## config.mk

```make
export PLATFORM = sky130hd
export DESIGN_NAME = program_counter_fetch
export DESIGN_NICKNAME = d
export VERILOG_FILES = /design/src/rtl/program_counter_fetch.sv
export SDC_FILE = /design/constraint.sdc
export NUM_CORES = 1
export LEC_CHECK = 0
export ABC_AREA = 1
export CAP_MARGIN = 20
export CORE_MARGIN = 1.5
export CORE_UTILIZATION = 35
export DETAILED_ROUTE_END_ITERATION = 6
export PLACE_DENSITY_LB_ADDON = 0.2
export REMOVE_ABC_BUFFERS = 1
export SLEW_MARGIN = 5
export SYNTH_ARGS = -nofsm -noshare
export SYNTH_HDL_FRONTEND = slang
export SYNTH_SLANG_ARGS = --single-unit
```

## constraint.sdc

```tcl
create_clock -name clk -period 3.58 [get_ports clk]
set_input_delay 1.074 -clock clk [delete_from_list [all_inputs] [get_ports clk]]
set_output_delay 1.074 -clock clk [all_outputs]
set_load 0.005 [all_outputs]
```

## src/rtl/program_counter_fetch.sv

```systemverilog
// rtl/program_counter_fetch.sv - instruction-fetch stage: program counter, fetch tracking and instruction register
module program_counter_fetch #(
    parameter int ADDR_W = 8,
    parameter int INS_W  = 24
) (
    input  logic              clk,
    input  logic              reset,
    input  logic              Stall,
    input  logic              Stall_pm,
    input  logic              jump_en,
    input  logic [ADDR_W-1:0] jump_addr,
    input  logic [INS_W-1:0]  ins_pm,
    output logic [ADDR_W-1:0] pc_addr,
    output logic [INS_W-1:0]  ins,
    output logic [ADDR_W-1:0] ins_pc,
    output logic              ins_valid
);

    // fetch_vld/fetch_pc describe the word currently arriving on ins_pm
    logic              fetch_vld;
    logic [ADDR_W-1:0] fetch_pc;

    logic [ADDR_W-1:0] pc_rewind;
    logic [ADDR_W-1:0] pc_next_seq;

    // A stall discards the in-flight word, so the PC is rewound to re-issue it
    assign pc_rewind   = fetch_vld ? fetch_pc : pc_addr;
    assign pc_next_seq = pc_addr + {{(ADDR_W-1){1'b0}}, 1'b1};

    always_ff @(posedge clk) begin
        if (reset) begin
            pc_addr   <= '0;
            fetch_pc  <= '0;
            fetch_vld <= 1'b0;
            ins       <= '0;
            ins_pc    <= '0;
            ins_valid <= 1'b0;
        end else if (Stall) begin
            pc_addr   <= pc_rewind;
            fetch_vld <= 1'b0;
        end else if (Stall_pm) begin
            pc_addr   <= pc_rewind;
            fetch_vld <= 1'b0;
            ins       <= '0;
            ins_valid <= 1'b0;
        end else if (jump_en) begin
            pc_addr   <= jump_addr;
            fetch_vld <= 1'b0;
            ins       <= '0;
            ins_valid <= 1'b0;
        end else begin
            pc_addr   <= pc_next_seq;
            fetch_pc  <= pc_addr;
            fetch_vld <= 1'b1;
            if (fetch_vld) begin
                ins       <= ins_pm;
                ins_pc    <= fetch_pc;
                ins_valid <= 1'b1;
            end else begin
                ins       <= '0;
                ins_valid <= 1'b0;
            end
        end
    end

endmodule

```

Word-level counts from Yosys, hierarchy flattened --
Cells that the tools add are included.
Word-level totals: flip-flop bits (word level) 50, input port bits 37, output and inout port bits 41
Cells by class: $add $sub $neg 1, mux-type cells 11, bitwise operators 3, reduce and logical (&&, ||, !) cells 3
Operator list (number):
- 24-bit 2-to-1 mux | 3
- 8-bit 2-to-1 mux | 4
- 8-bit by 1-bit adder with 8-bit output (second input constant) | 1
- 1-bit 2-to-1 mux | 4
- 4-bit AND reduction | 1
- 1-bit inverter | 3
- 3-bit AND reduction | 1
- 3-bit OR reduction | 1

Logic depth before layout (Yosys ltp) --
depth in word-level cells 4, mapped depth 7, gate-level depth less buffers 7

Worst setup path before layout --
OpenSTA, ideal clock, no wires.
kind input -> register, from input Stall, to register ins_pc[7], arrival time 1.824 ns, data required time 3.513 ns, path slack 1.688 ns, stages on the path 7, buffers on the path 2, path through buf_6 -> nor2_8 -> nand2_4 -> nor2_8 -> buf_6 -> nand2_1 -> a21oi_2
On the way: longest elaborated chain between the ends 2
Ends and longest elaborated chain:
- start: declaration | RTL line 8 | input logic Stall,
- 1-bit inverter (no source line)
- 4-bit AND reduction (no source line)
- end signal: assignment | RTL line 57 | ins_pc <= fetch_pc;
- end: declaration | RTL line 15 | output logic [ADDR_W-1:0] ins_pc,
Every way passes these cells. A chain may end at the register's enable or synchronous reset.

Final worst setup path --
from input jump_en, to register ins_pc[0]
On the way: longest elaborated chain between the ends 2
Ends and longest elaborated chain:
- start: declaration | RTL line 10 | input logic jump_en,
- 1-bit inverter (no source line)
- 4-bit AND reduction (no source line)
Every way passes these cells.

==> results.sh <==
export IMPL_path_buf_inv=3
export IMPL_ir_worst_vdd_v=0.000178
export IMPL_crit_type="input port to flip-flop"
export IMPL_wirelength_um=4940
export IMPL_clk_pin_slew_ns=0.08
export IMPL_hold_viol=0
export IMPL_critical_path_startpoint_type="input port"
export IMPL_maxCapViolCount=0
export IMPL_io_buffers=77
export IMPL_fin_total_pwr_mw=1.09
export IMPL_avgViaCountPerCell=4.70
export IMPL_wl_per_cell_um=11.7
export IMPL_netlist_area_sq_mm=0.00207
export IMPL_required_ns=3.74
export IMPL_max_stage_delay_ns=0.56
export IMPL_htree_levels=2
export IMPL_p_leak_nw=1.10
export IMPL_avgSynthCellArea_sq_um=7.42
export IMPL_hold_class="flip-flop to flip-flop"
export IMPL_clkLatencyLatePin_ns=0.29
export IMPL_outcome="completed"
export IMPL_num_antenna_cells=0
export IMPL_fin_ws_ns=1.08
export IMPL_path_cells="clkdlybuf4s50_1 > inv_2 > nand2_4 > nor2_8 > inv_2 > nand2_1 > a21oi_1"
export IMPL_num_io_pins=78
export IMPL_cts_buffers=5
export IMPL_cts_tree="yes"
export IMPL_crit_arrival_ns=2.67
export IMPL_initialDrtViolationCount=109
export IMPL_powerDensity_mw_per_mm2=369
export IMPL_crit_path_end_kind="flip-flop"
export IMPL_cts_max_path_buffers=2
export IMPL_grt_max_degree=37
export IMPL_drive_gt1_frac=0.0457
export IMPL_netlist_area_leader_share=0.483
export IMPL_post_cts_resized=0
export IMPL_final_max_slew_viol_count=0
export IMPL_cp_max_fo=33
export IMPL_synthTopCellsByArea="dfxtp_1 (48%), nand2_1 (16%), a21oi_1 (12%), o21ai_0 (4.6%), nor2_1 (3.6%)"
export IMPL_dr_total_vias=1985
export IMPL_antenna_found_initial=0
export IMPL_ys_ff_latch=50
export IMPL_yosysWarnings=0
export IMPL_pre_cts_ws_ns=0.753
export IMPL_post_cts_setup_buffer_count=0
export IMPL_design_area_sq_mm=0.00296
export IMPL_period_needed_ns=2.50
export IMPL_drc=0
export IMPL_synth_seq_area_share=0.483
export IMPL_synthCells=279
export IMPL_cp_top_family="buffers and inverters"
export IMPL_nets=388
export IMPL_fp_dieH_um=79.9
export IMPL_placed_area_sq_mm=0.00284
export IMPL_place_gp_congestion=0.782
export IMPL_synth_distinct_cells=20
export IMPL_initial_core_util=0.369
export IMPL_cpMaxStageDelayCell="clkdlybuf4s50_1"
export IMPL_areaGrowthSynthToFinish_pct=42.7
export IMPL_setup_tns_ns=0
export IMPL_rows=27
export IMPL_ant_nets=0
export IMPL_synth_top_area_cell="dfxtp_1"
export IMPL_rsz0062_at_grt="false"
export IMPL_firstDrtPassIters=4
export IMPL_first_global_vias=1868
export IMPL_cpMostUsedCell="inv_2"
export IMPL_worst_pin_slew_ns=0.427
export IMPL_grt_pass1_wl_um=8220
export IMPL_clock_skew_ns=0.00661
export IMPL_clkSinkCount=50
export IMPL_fin_crit_sh=0.700
export IMPL_clock_fmax_ghz=0.399
export IMPL_die_w_um=79.9
export IMPL_fp_dieArea_sq_mm=0.00639
export IMPL_grt_overflow=0
export IMPL_grt_usage=0.161
export IMPL_cts_hold_buf=0
export IMPL_coreArea_sq_mm=0.00561
export IMPL_post_dp_hpwl_um=3470
export IMPL_slew_headroom=0.715
export IMPL_setup_viol=0
export IMPL_root_buffer="clkbuf_8"
export IMPL_fin_util=0.527
cell families (layout without fill, tap and decap cells):
kind of cell    after synthesis  in the layout  synth area share
compound gates               72             72             0.178
buf+inv                      33            104            0.0828
fa+ha+maj                     1              1           0.00604
flops                        50             50             0.483
xor+xnor                      1              1           0.00423
simple gates                122            122             0.245
metrics by stage:
stage                     cells  hold slack (ns)
after floorplan             264            0.445
after global placement      415            0.444
after detailed placement    415            0.450
after CTS                   422            0.463
after global routing        422            0.480
final                       422            0.465
cells in the mapped netlist:
cell,number
xor2_1,1
dfxtp_1,50
nor2_1,20
buf_1,1
nand2_4,1
ha_1,1
nand3_1,7
nor2_8,2
inv_2,3
inv_1,15
nor3_1,1
a211oi_1,1
clkbuf_1,6
a21oi_2,1
nand2_1,91
o211ai_1,1
buf_2,2
buf_6,6
o21ai_0,19
a21oi_1,50
power by group:
part | total, mW | leakage (nW) | switching (mW) | internal (mW)
Combinational | 0.116 | 0.637 | 0.0524 | 0.0634
Clock | 0.396 | 0.0573 | 0.172 | 0.224
Sequential | 0.580 | 0.405 | 0.0122 | 0.568
routing by layer:
layer / vias to the layer above / part of all wire / wire length (um) / GRT usage
met3: 5 / 0.071 / 350 / 0.0297
li1: 1035 / - / - / -
met5: - / 0 / 0 / 0
met1: 874 / 0.50 / 2470 / 0.210
met4: 0 / 0.012 / 57 / 0.0586
met2: 71 / 0.42 / 2070 / 0.265
flip-flops by register name, indices dropped and copies added, names as in the netlist:
register and count:
ins_pc 8, fetch_pc 8, pc_addr 8, ins 24, fetch_vld 1, ins_valid 1
worst min-delay path, delay by kind of cell, from the launching register on:
family	cells	cell delay [ns]
DFF	1	0.32
AOI/OAI and AO/OA	1	0.05
and+or+nand+nor	1	0.06
placed cells by master, fill, tap and decap left out:
cell type	netlist	final
xor2_1	1	1
clkdlybuf4s50_1	0	77
nor2_1	20	20
o21ai_0	19	19
nand3_1	7	7
o211ai_1	1	1
a211oi_1	1	1
inv_2	3	3
clkbuf_8	0	6
nand2_1	91	91
ha_1	1	1
a21oi_1	50	50
inv_1	15	15
nor2_8	2	2
nand2_4	1	1
a21oi_2	1	1
dfxtp_1	50	50
nor3_1	1	1
bufinv_16	0	1
buf_4	0	2
final cells by class:
cell class	count	area, sq um
multi-input cells	196	898
clock buffers	6	82.6
flip-flops and latches	50	1000
clock inverters	1	30.0
repair buffers	79	786
well taps	72	90.1
inverters	18	67.6
fillers	556	2650
worst paths after layout:
| path | slack (ns) | cells past startpoint | endpoint | start |
|---|---|---|---|---|
| max | 1.08 | 7 | ins_pc[0] | jump_en |
| min | 0.46 | 2 | ins_pc[4] | ins_pc[4] |
| max reg2reg | 1.94 | 5 | ins_pc[0] | fetch_vld |
| min reg2reg | 0.46 | 2 | ins_pc[4] | ins_pc[4] |
Note: power is estimated with default switching activity, not from simulation.
